`src/rtl/block_scheduler_if.sv`:
```
// Control/core bundle between the launch controller, the block scheduler and the cores.
// The scheduler connects through the slave modport; the host side drives the master modport.
interface block_scheduler_if #(
  parameter int NUM_CORES = 4,
  parameter int ID_WIDTH  = 8
);
  logic                          start;
  logic                          abort;
  logic [ID_WIDTH-1:0]           num_blocks;
  logic [NUM_CORES-1:0]          core_enable;
  logic [NUM_CORES-1:0]          core_done;
  logic [NUM_CORES-1:0]          core_start;
  logic [NUM_CORES-1:0]          core_reset;
  logic [NUM_CORES*ID_WIDTH-1:0] core_block_id;
  logic [ID_WIDTH-1:0]           blocks_done;
  logic                          busy;
  logic                          done;
  logic                          aborted;

  modport master (
    output start, abort, num_blocks, core_enable, core_done,
    input  core_start, core_reset, core_block_id, blocks_done, busy, done, aborted
  );

  modport slave (
    input  start, abort, num_blocks, core_enable, core_done,
    output core_start, core_reset, core_block_id, blocks_done, busy, done, aborted
  );
endinterface

```
`src/rtl/block_scheduler.sv`:
```
// Round-robin block dispatcher: spreads one kernel launch over the enabled cores,
// one grant per cycle, with a one-cycle recycle reset between blocks and abort support.
module block_scheduler #(
  parameter int NUM_CORES = 4,
  parameter int ID_WIDTH  = 8
) (
  input logic               clk,
  input logic               reset,
  block_scheduler_if.slave  bus
);

  localparam int PTR_W = (NUM_CORES > 1) ? $clog2(NUM_CORES) : 1;

  localparam logic [1:0] ST_IDLE     = 2'd0;
  localparam logic [1:0] ST_DISPATCH = 2'd1;
  localparam logic [1:0] ST_DONE     = 2'd2;

  localparam logic [1:0] CS_FREE    = 2'd0;
  localparam logic [1:0] CS_RUN     = 2'd1;
  localparam logic [1:0] CS_RECYCLE = 2'd2;

  logic [1:0]           state_q, state_d;
  logic [1:0]           core_st_q [NUM_CORES];
  logic [1:0]           core_st_d [NUM_CORES];
  logic [ID_WIDTH-1:0]  id_q [NUM_CORES];
  logic [ID_WIDTH-1:0]  id_d [NUM_CORES];
  logic [NUM_CORES-1:0] cstart_q, cstart_d;
  logic [NUM_CORES-1:0] creset_q, creset_d;
  logic [NUM_CORES-1:0] mask_q, mask_d;
  logic [ID_WIDTH-1:0]  n_q, n_d;
  logic [ID_WIDTH-1:0]  disp_q, disp_d;
  logic [ID_WIDTH-1:0]  bd_q, bd_d;
  logic [PTR_W-1:0]     ptr_q, ptr_d;
  logic                 start_q;
  logic                 busy_q, busy_d;
  logic                 done_q, done_d;
  logic                 aborted_q, aborted_d;

  logic [NUM_CORES-1:0] elig_s, comp_s, grant_raw_s, grant_s;
  logic [ID_WIDTH-1:0]  comp_cnt_s, bd_next_s;
  logic                 launch_s, found_s, hit_s;
  int                   pos_s;

  // Per-core eligibility, completion detection and completion count.
  always_comb begin
    comp_cnt_s = '0;
    elig_s     = '0;
    comp_s     = '0;
    for (int i = 0; i < NUM_CORES; i++) begin
      elig_s[i]  = (core_st_q[i] == CS_FREE) && mask_q[i];
      comp_s[i]  = (core_st_q[i] == CS_RUN) && cstart_q[i] && bus.core_done[i];
      comp_cnt_s = comp_cnt_s + ID_WIDTH'(comp_s[i]);
    end
    bd_next_s = bd_q + comp_cnt_s;
    launch_s  = bus.start && !start_q;
  end

  // Round-robin pick: first eligible core at or after the pointer, wrapping.
  always_comb begin
    grant_raw_s = '0;
    found_s     = 1'b0;
    hit_s       = 1'b0;
    pos_s       = 0;
    for (int off = 0; off < NUM_CORES; off++) begin
      pos_s = int'(ptr_q) + off;
      pos_s = (pos_s >= NUM_CORES) ? (pos_s - NUM_CORES) : pos_s;
      for (int i = 0; i < NUM_CORES; i++) begin
        hit_s          = !found_s && (i == pos_s) && elig_s[i];
        grant_raw_s[i] = grant_raw_s[i] | hit_s;
        found_s        = found_s | hit_s;
      end
    end
    grant_s = grant_raw_s & {NUM_CORES{disp_q < n_q}};
  end

  // Next-state logic for the launch FSM and the per-core sub-states.
  always_comb begin
    state_d   = state_q;
    cstart_d  = cstart_q;
    creset_d  = creset_q;
    mask_d    = mask_q;
    n_d       = n_q;
    disp_d    = disp_q;
    bd_d      = bd_q;
    ptr_d     = ptr_q;
    busy_d    = busy_q;
    done_d    = done_q;
    aborted_d = aborted_q;
    for (int i = 0; i < NUM_CORES; i++) begin
      core_st_d[i] = core_st_q[i];
      id_d[i]      = id_q[i];
    end

    case (state_q)
      ST_IDLE: begin
        cstart_d = '0;
        creset_d = '1;
        if (launch_s) begin
          n_d    = bus.num_blocks;
          mask_d = bus.core_enable;
          disp_d = '0;
          bd_d   = '0;
          for (int i = 0; i < NUM_CORES; i++) begin
            core_st_d[i] = CS_FREE;
          end
          if (bus.num_blocks == '0) begin
            state_d   = ST_DONE;
            done_d    = 1'b1;
            aborted_d = 1'b0;
          end else if (bus.core_enable == '0) begin
            state_d   = ST_DONE;
            done_d    = 1'b1;
            aborted_d = 1'b1;
          end else begin
            state_d  = ST_DISPATCH;
            busy_d   = 1'b1;
            creset_d = ~bus.core_enable;
          end
        end else begin
          state_d = ST_IDLE;
        end
      end

      ST_DISPATCH: begin
        if (bus.abort) begin
          state_d   = ST_DONE;
          busy_d    = 1'b0;
          done_d    = 1'b1;
          aborted_d = 1'b1;
          cstart_d  = '0;
          creset_d  = '1;
        end else begin
          for (int i = 0; i < NUM_CORES; i++) begin
            case (core_st_q[i])
              CS_FREE: begin
                if (grant_s[i]) begin
                  id_d[i]      = disp_q;
                  cstart_d[i]  = 1'b1;
                  core_st_d[i] = CS_RUN;
                  ptr_d        = (i == NUM_CORES - 1) ? '0 : PTR_W'(i + 1);
                end else begin
                  core_st_d[i] = CS_FREE;
                end
              end
              CS_RUN: begin
                if (comp_s[i]) begin
                  cstart_d[i]  = 1'b0;
                  creset_d[i]  = 1'b1;
                  core_st_d[i] = CS_RECYCLE;
                end else begin
                  core_st_d[i] = CS_RUN;
                end
              end
              CS_RECYCLE: begin
                creset_d[i]  = 1'b0;
                core_st_d[i] = CS_FREE;
              end
              default: begin
                core_st_d[i] = CS_FREE;
              end
            endcase
          end
          disp_d = disp_q + ID_WIDTH'(|grant_s);
          bd_d   = bd_next_s;
          // A completion that brings the count to N wins over everything else this cycle.
          if (bd_next_s == n_q) begin
            state_d   = ST_DONE;
            busy_d    = 1'b0;
            done_d    = 1'b1;
            aborted_d = 1'b0;
            cstart_d  = '0;
            creset_d  = '1;
          end else begin
            state_d = ST_DISPATCH;
          end
        end
      end

      ST_DONE: begin
        cstart_d = '0;
        creset_d = '1;
        if (!bus.start) begin
          state_d   = ST_IDLE;
          done_d    = 1'b0;
          aborted_d = 1'b0;
        end else begin
          state_d = ST_DONE;
        end
      end

      default: begin
        state_d  = ST_IDLE;
        busy_d   = 1'b0;
        done_d   = 1'b0;
        cstart_d = '0;
        creset_d = '1;
      end
    endcase
  end

  // State registers with synchronous reset.
  always_ff @(posedge clk) begin
    if (reset) begin
      state_q   <= ST_IDLE;
      cstart_q  <= '0;
      creset_q  <= '1;
      mask_q    <= '0;
      n_q       <= '0;
      disp_q    <= '0;
      bd_q      <= '0;
      ptr_q     <= '0;
      start_q   <= 1'b0;
      busy_q    <= 1'b0;
      done_q    <= 1'b0;
      aborted_q <= 1'b0;
      for (int i = 0; i < NUM_CORES; i++) begin
        core_st_q[i] <= CS_FREE;
        id_q[i]      <= '0;
      end
    end else begin
      state_q   <= state_d;
      cstart_q  <= cstart_d;
      creset_q  <= creset_d;
      mask_q    <= mask_d;
      n_q       <= n_d;
      disp_q    <= disp_d;
      bd_q      <= bd_d;
      ptr_q     <= ptr_d;
      start_q   <= bus.start;
      busy_q    <= busy_d;
      done_q    <= done_d;
      aborted_q <= aborted_d;
      for (int i = 0; i < NUM_CORES; i++) begin
        core_st_q[i] <= core_st_d[i];
        id_q[i]      <= id_d[i];
      end
    end
  end

  // Drive registered outputs; block ids are packed core-major.
  always_comb begin
    bus.core_block_id = '0;
    for (int i = 0; i < NUM_CORES; i++) begin
      bus.core_block_id[i*ID_WIDTH +: ID_WIDTH] = id_q[i];
    end
    bus.core_start  = cstart_q;
    bus.core_reset  = creset_q;
    bus.blocks_done = bd_q;
    bus.busy        = busy_q;
    bus.done        = done_q;
    bus.aborted     = aborted_q;
  end

endmodule
```
`src/flat_wrapper.sv`:
```
// flat-port wrapper written by rule: the top's interface ports become plain ports
module block_scheduler_flat 
#(
  parameter int NUM_CORES = 4,
  parameter int ID_WIDTH  = 8
)
  (clk, reset, bus_start, bus_abort, bus_num_blocks, bus_core_enable, bus_core_done, bus_core_start, bus_core_reset, bus_core_block_id, bus_blocks_done, bus_busy, bus_done, bus_aborted);
  block_scheduler_if #(.NUM_CORES(NUM_CORES), .ID_WIDTH(ID_WIDTH)) bus_i ();
  input logic clk;
  input logic reset;
  input wire logic [$bits(bus_i.start)-1:0] bus_start;
  input wire logic [$bits(bus_i.abort)-1:0] bus_abort;
  input wire logic [$bits(bus_i.num_blocks)-1:0] bus_num_blocks;
  input wire logic [$bits(bus_i.core_enable)-1:0] bus_core_enable;
  input wire logic [$bits(bus_i.core_done)-1:0] bus_core_done;
  output wire logic [$bits(bus_i.core_start)-1:0] bus_core_start;
  output wire logic [$bits(bus_i.core_reset)-1:0] bus_core_reset;
  output wire logic [$bits(bus_i.core_block_id)-1:0] bus_core_block_id;
  output wire logic [$bits(bus_i.blocks_done)-1:0] bus_blocks_done;
  output wire logic [$bits(bus_i.busy)-1:0] bus_busy;
  output wire logic [$bits(bus_i.done)-1:0] bus_done;
  output wire logic [$bits(bus_i.aborted)-1:0] bus_aborted;
  assign bus_i.start = bus_start;
  assign bus_i.abort = bus_abort;
  assign bus_i.num_blocks = bus_num_blocks;
  assign bus_i.core_enable = bus_core_enable;
  assign bus_i.core_done = bus_core_done;
  assign bus_core_start = bus_i.core_start;
  assign bus_core_reset = bus_i.core_reset;
  assign bus_core_block_id = bus_i.core_block_id;
  assign bus_blocks_done = bus_i.blocks_done;
  assign bus_busy = bus_i.busy;
  assign bus_done = bus_i.done;
  assign bus_aborted = bus_i.aborted;
  block_scheduler #(.NUM_CORES(NUM_CORES), .ID_WIDTH(ID_WIDTH)) u_core (.clk(clk), .reset(reset), .bus(bus_i));
endmodule
```
`config.mk`:
```
export PLATFORM = sky130hd
export DESIGN_NAME = block_scheduler_flat
export DESIGN_NICKNAME = d
export VERILOG_FILES = /design/src/rtl/block_scheduler_if.sv /design/src/rtl/block_scheduler.sv /design/src/flat_wrapper.sv
export SDC_FILE = /design/constraint.sdc
export NUM_CORES = 1
export LEC_CHECK = 0
export ABC_CLOCK_PERIOD_IN_PS = 10650
export BUFFER_PORTS_ARGS = -buffer_cell sky130_fd_sc_hd__buf_2
export CAP_MARGIN = 20
export CORE_ASPECT_RATIO = 1.25
export CORE_MARGIN = 5
export CORE_UTILIZATION = 60
export CTS_CLUSTER_DIAMETER = 30
export DETAILED_ROUTE_END_ITERATION = 8
export PLACE_DENSITY = 0.84
export SYNTH_ARGS = -nofsm -noshare
export SYNTH_HDL_FRONTEND = slang
export SYNTH_SLANG_ARGS = --single-unit
```
`constraint.sdc`:
```
create_clock -name clk -period 10.65 [get_ports clk]
set_input_delay 0.5325 -clock clk [delete_from_list [all_inputs] [get_ports clk]]
set_output_delay 0.5325 -clock clk [all_outputs]
set_load 0.01 [all_outputs]
```
### Word level (Yosys, flattened, before mapping)

Memory sizes are Yosys's and may differ from the RTL's.
Cells that the tools add are included.

* flip-flop bits (word level): 44
* bits in writable memories: 40
* input port bits: 20
* output and inout bits: 51
* logic and storage cells: 318
* memories: 2

* add/sub/neg operators: 12
* magnitude comparators: 5
* equality and inequality tests: 46
* muxes and demuxes: 103
* bitwise logic cells: 39
* reductions and logical operators: 93

Memory list
* u_core.id_q: words 4, bits a word 8, read ports 4, clocked after Yosys merged registers in 0, wr ports 4, RTL line block_scheduler.sv:25 `logic [ID_WIDTH-1:0] id_q [NUM_CORES];`
* u_core.core_st_q: words 4, bits a word 2, read ports 4, clocked after Yosys merged registers in 0, wr ports 4, RTL line block_scheduler.sv:23 `logic [1:0] core_st_q [NUM_CORES];`

Operator list (count)
* equality test 3 x 32 -> 1 bit (first input constant): 8
* 2-to-1 mux 32 bit: 6
* 2-to-1 mux 8 bit: 17
* equality test 2 x 32 -> 1 bit (first input constant): 4
* logical NOT 32 bit: 4
* greater-or-equal comparator 32 x 4 -> 1 bit (second input constant): 3
* subtractor 32 x 4 -> 32 bit (second input constant): 3
* one-hot mux 8 bit (2 select lines): 3
* logical AND 1 bit: 44
* 2-to-1 mux 2 bit: 22
* OR 1 bit: 34
* 2-to-1 mux 1 bit: 33
* adder 8 x 1 -> 8 bit: 3
* 2-to-1 mux 4 bit: 5
* != test 5 x 3 -> 1 bit (second input constant): 4
* != test 5 x 4 -> 1 bit (second input constant): 4
* != test 2 x 1 -> 1 bit (second input constant): 9
* logical NOT 1 bit: 16
* one-hot mux 1 bit (2 select lines): 8
* one-hot mux 2 bit (2 select lines): 4
* AND reduction 3 bit: 5
* AND reduction 2 bit: 6
* equality test 2 x 1 -> 1 bit (second input constant): 5
* equality test 2 bit (second input constant): 5
* 25 further kinds: 43

### Logic depth before layout (Yosys ltp)

* depth in word-level cells: 73
* depth in mapped cells: 13
* depth with buffers taken out: 13

### Least setup slack after synthesis

OpenSTA, ideal clock, no wires.

* path kind: input-to-reg
* start point: input port bus_core_done[0]
* end point: register u_core.creset_q[0], in the netlist u_core.bus.core_reset[0]
* setup time: 134 ps
* data arrival time: 3536 ps
* data required time: 10516 ps
* setup slack: 6980 ps
* cell stages on the path: 13
* buffers on the path: 0
* cells stage by stage: and4b_1 > ha_1 > inv_1 > fa_1 > inv_1 > ha_1 > fa_1 > a21o_1 > and3_1 > o2111ai_1 > a211oi_4 > a2111o_1 > a2bb2oi_1

* word-level cells in the longest chain between the ends: 9
* elaborated cells between the ends (all ways): 12
* classes of those cells: 4 x add/sub; 3 x eq/ne; 3 x mux; 2 x reduce/logical

Ends and longest elaborated chain
* start, declared: RTL line flat_wrapper.sv:15 `input wire logic [$bits(bus_i.core_done)-1:0] bus_core_done;`
* logical AND 1 bit (*): RTL line block_scheduler.sv:51 `comp_s[i] = (core_st_q[i] == CS_RUN) && cstart_q[i] && bus.core_done[i];`
* adder 1 x 1 -> 2 bit: RTL line block_scheduler.sv:52 `comp_cnt_s = comp_cnt_s + ID_WIDTH'(comp_s[i]);`
* adder 8 x 1 -> 8 bit (2 in a row): RTL line block_scheduler.sv:52
* adder 8 bit: RTL line block_scheduler.sv:54 `bd_next_s = bd_q + comp_cnt_s;`
* equality test 8 bit: RTL line block_scheduler.sv:166 `if (bd_next_s == n_q) begin`
* 2-to-1 mux 4 bit: RTL line block_scheduler.sv:166
* 2-to-1 mux 4 bit: RTL line block_scheduler.sv:125 `if (bus.abort) begin`
* one-hot mux 4 bit (2 select lines): RTL line block_scheduler.sv:94 `case (state_q)`
* end signal, assigned: RTL line block_scheduler.sv:223 `creset_q <= creset_d;`
* end, declared: RTL line block_scheduler.sv:28 `logic [NUM_CORES-1:0] creset_q, creset_d;`

Every way passes the cells marked *; elsewhere a longest branch is shown, timed or not.
A chain may end at the register's enable or synchronous reset.

==> metrics.txt <==
Net count, final 613; Max Cap Viol 0; hpwl dp 8260 um; global-route usage over all layers 26.0%; worst hold slack 418 ps; Clock Tree Buf Depth 2; Syn Area/Cell 8.42 um2; final count of hold timing violations 0; CORE AREA 0.00702 mm2; crit-path leading delay family adder cells; clk root buf clkbuf_8; critical path type flip-flop to flip-flop; fraction of layout cells with a size suffix above 1 18.7%; synth top area cells dfxtp_1, a21oi_1, ha_1; largest net degree at the start of global routing 76; Syn. warnings 0; fillcell total 571; drt first pass iters 5; vias in the first global route 4067; commonest register cell after synthesis dfxtp_1; synth unique cells 72; postcts setup bufs 0; Final WS setup 6650 ps; number of CTS-inserted buffers 9; multi-input logic area 0.00246 mm2; vias post-DR 4074; Post-synth EDFFs 0; critical path peak fanout 7; DRC errors left 0; # rows 34; first-pass GRT wire length 19100 um; CTS tree done; crit path DAT 4290 ps; setup TNS 0 ps; diode count 0; Routed WL per cell 17.3 um; P&R area growth vs syn 13.7%; CP max stage cell fa_1; vias per cell 6.10; required time worst endpoint 10940 ps; relative slew slack 40.5%; type of destination of the critical path flip-flop; most instantiated cells after synthesis dfxtp_1, nand2_1, a21oi_1, nor2_1, o21ai_0; Clk pin slew, worst setup/hold paths 90 ps; Worst Skew 8.67 ps; Tot Pwr 678 uW; H-tree levels 3; gpl congestion 0.944; PostCTS Resize Cnt 0; Crit Reg-Reg Startpoint u_core.core_st_q[0][3]$_SDFFE_PP0P_; top cell type's share of synthesized area 38.7%; power density cells 137 mW/mm2; die area 0.00905 mm2; status completed; post-synth net total 556; count leader, synth dfxtp_1; Crit. Startpoint u_core.core_st_q[0][3]$_SDFFE_PP0P_; flop2flop setup slack 6650 ps; drt initial violations 354; leakage 2.03 nW; FMAX 250 MHz; Top Ports 71; hold_buf cts 0; fin crit share 37.6%; Port Buffers 70; Critical Path, Cell by Cell and4b_1, ha_1, inv_1, fa_1, inv_1, ha_1, fa_1, xor3_1, nor3_1, o2111ai_1, a211oi_4, a2111o_1, a2bb2oi_1; die height 105 um; Placement Setup Slack 6480 ps; Setup Viol. Count Final 0; Hold Path Origin bus_num_blocks[4]; CP Buf/Inv Count 2; Final Max Tran Viols 0; slew of the pin with the lowest slew margin 893 ps; Max VDD drop 0.101 mV; Mapped Area 0.00435 mm2; DRT antenna net count 0; wirelength, routed 11600 um; initial antenna violation count 0; Hold Path Class input pin to flip-flop; Mapped Cells 516; min cycle time layout 4000 ps; Num Clock Sinks 84; Worst path max stage delay 500 ps; Worst-Skew Late Latency 360 ps; die width 86.1 um; synthesized flop and latch total 84; FFs w/ async S/R, synth 0%; Seq. cell area 0.00168 mm2; unrepaired setup endpoints after global routing no; Starting Density 61.9%; critical path launch point type flip-flop; register area share after synthesis 38.7%; Yosys top cell by area dfxtp_1; Overflow after GRT 0
==> sequential cells by signal (all words and copies together) (netlist names), 2 cells and up <==
register,flops
u_core.core_st_q,8
u_core.state_q,2
u_core.mask_q,4
u_core.bus.blocks_done,8
u_core.ptr_q,2
u_core.id_q,32
u_core.bus.core_start,4
u_core.disp_q,8
u_core.bus.core_reset,4
u_core.n_q,8
==> stage by stage <==
stage	std cells	util, %	area [um2]
after floorplan	516	-	4350
after global placement	651	67.1	4710
after detailed placement	651	67.1	4710
after CTS	667	70.3	4930
after global routing	668	70.4	4940
final	668	70.4	4940
==> worst reg2reg max path: cells and delay by family, from the launching register on <==
family	cells	cell delay [ps]
buffers and inverters	2	90
AND/OR/NAND/NOR	2	480
AO/OA/AOI/OAI	4	1070
flip-flops	1	400
adder cells (fa/ha/maj)	4	1490
XOR/XNOR	1	400
==> final cells by class <==
type                            count  share of cell area [%]
Multi-Input combinational cell    382                    49.8
Clock inverter                      7                    2.00
Timing Repair Buffer               74                    7.70
Inverter                           22                    1.67
Tap cell                           90                    2.28
Clock buffer                        9                    2.51
Sequential cell                    84                    34.0
==> per-layer routing <==
metal	track usage, %	part of all wire (%)	up-vias
li1	-	-	1946
met1	32.0	40	1908
met2	43.2	49	182
met3	5.43	7.3	38
met4	11.8	2.9	0
met5	0	0	-
==> placed cells by master (no fill, tap or decap), types with 4 or more instances in the layout <==
cell	count
dfxtp_1	84
buf_2	70
nor2_1	40
a2bb2oi_1	5
a21oi_1	51
o21a_1	4
clkbuf_8	9
nor3_1	6
o21ai_0	37
nand3_1	31
and4b_1	4
inv_1	22
xor2_1	11
o21ai_1	4
a21boi_0	4
a211oi_1	6
nand2_1	53
buf_4	4
nor2b_1	14
nand2b_1	5
ha_1	18
mux2i_1	17
==> report_power, final <==
group	total, mW	switching, mW	internal (mW)	leakage, nW
registers	0.327	0.00591	0.321	0.680
clock network	0.256	0.123	0.133	0.110
logic	0.0945	0.0620	0.0325	1.24
==> final timing paths <==
| kind | to | depth (start not counted) |
|---|---|---|
| hold reg to reg | u_core.bus.busy$_SDFFE_PP0P_ | 1 |
| setup reg to reg | u_core.bus.core_reset[3]$_SDFFE_PP1P_ | 13 |
| hold / removal | u_core.n_q[4]$_SDFFE_PP0P_ | 3 |
| setup / recovery | u_core.bus.core_reset[3]$_SDFFE_PP1P_ | 13 |
==> kinds of logic (layout without fill, tap and decap cells) <==
logic type | after synthesis | in the layout | synth area share [%]
buffers and inverters | 50 | 112 | 4.66
DFF | 84 | 84 | 38.7
and+or+nand+nor | 186 | 186 | 21.8
AOI/OAI and AO/OA | 144 | 144 | 21.5
xor gates and xnor gates | 15 | 15 | 3.37
muxes | 17 | 17 | 3.92
adders and majority gates | 20 | 20 | 6.10
Power figures use the tool's default switching activity.
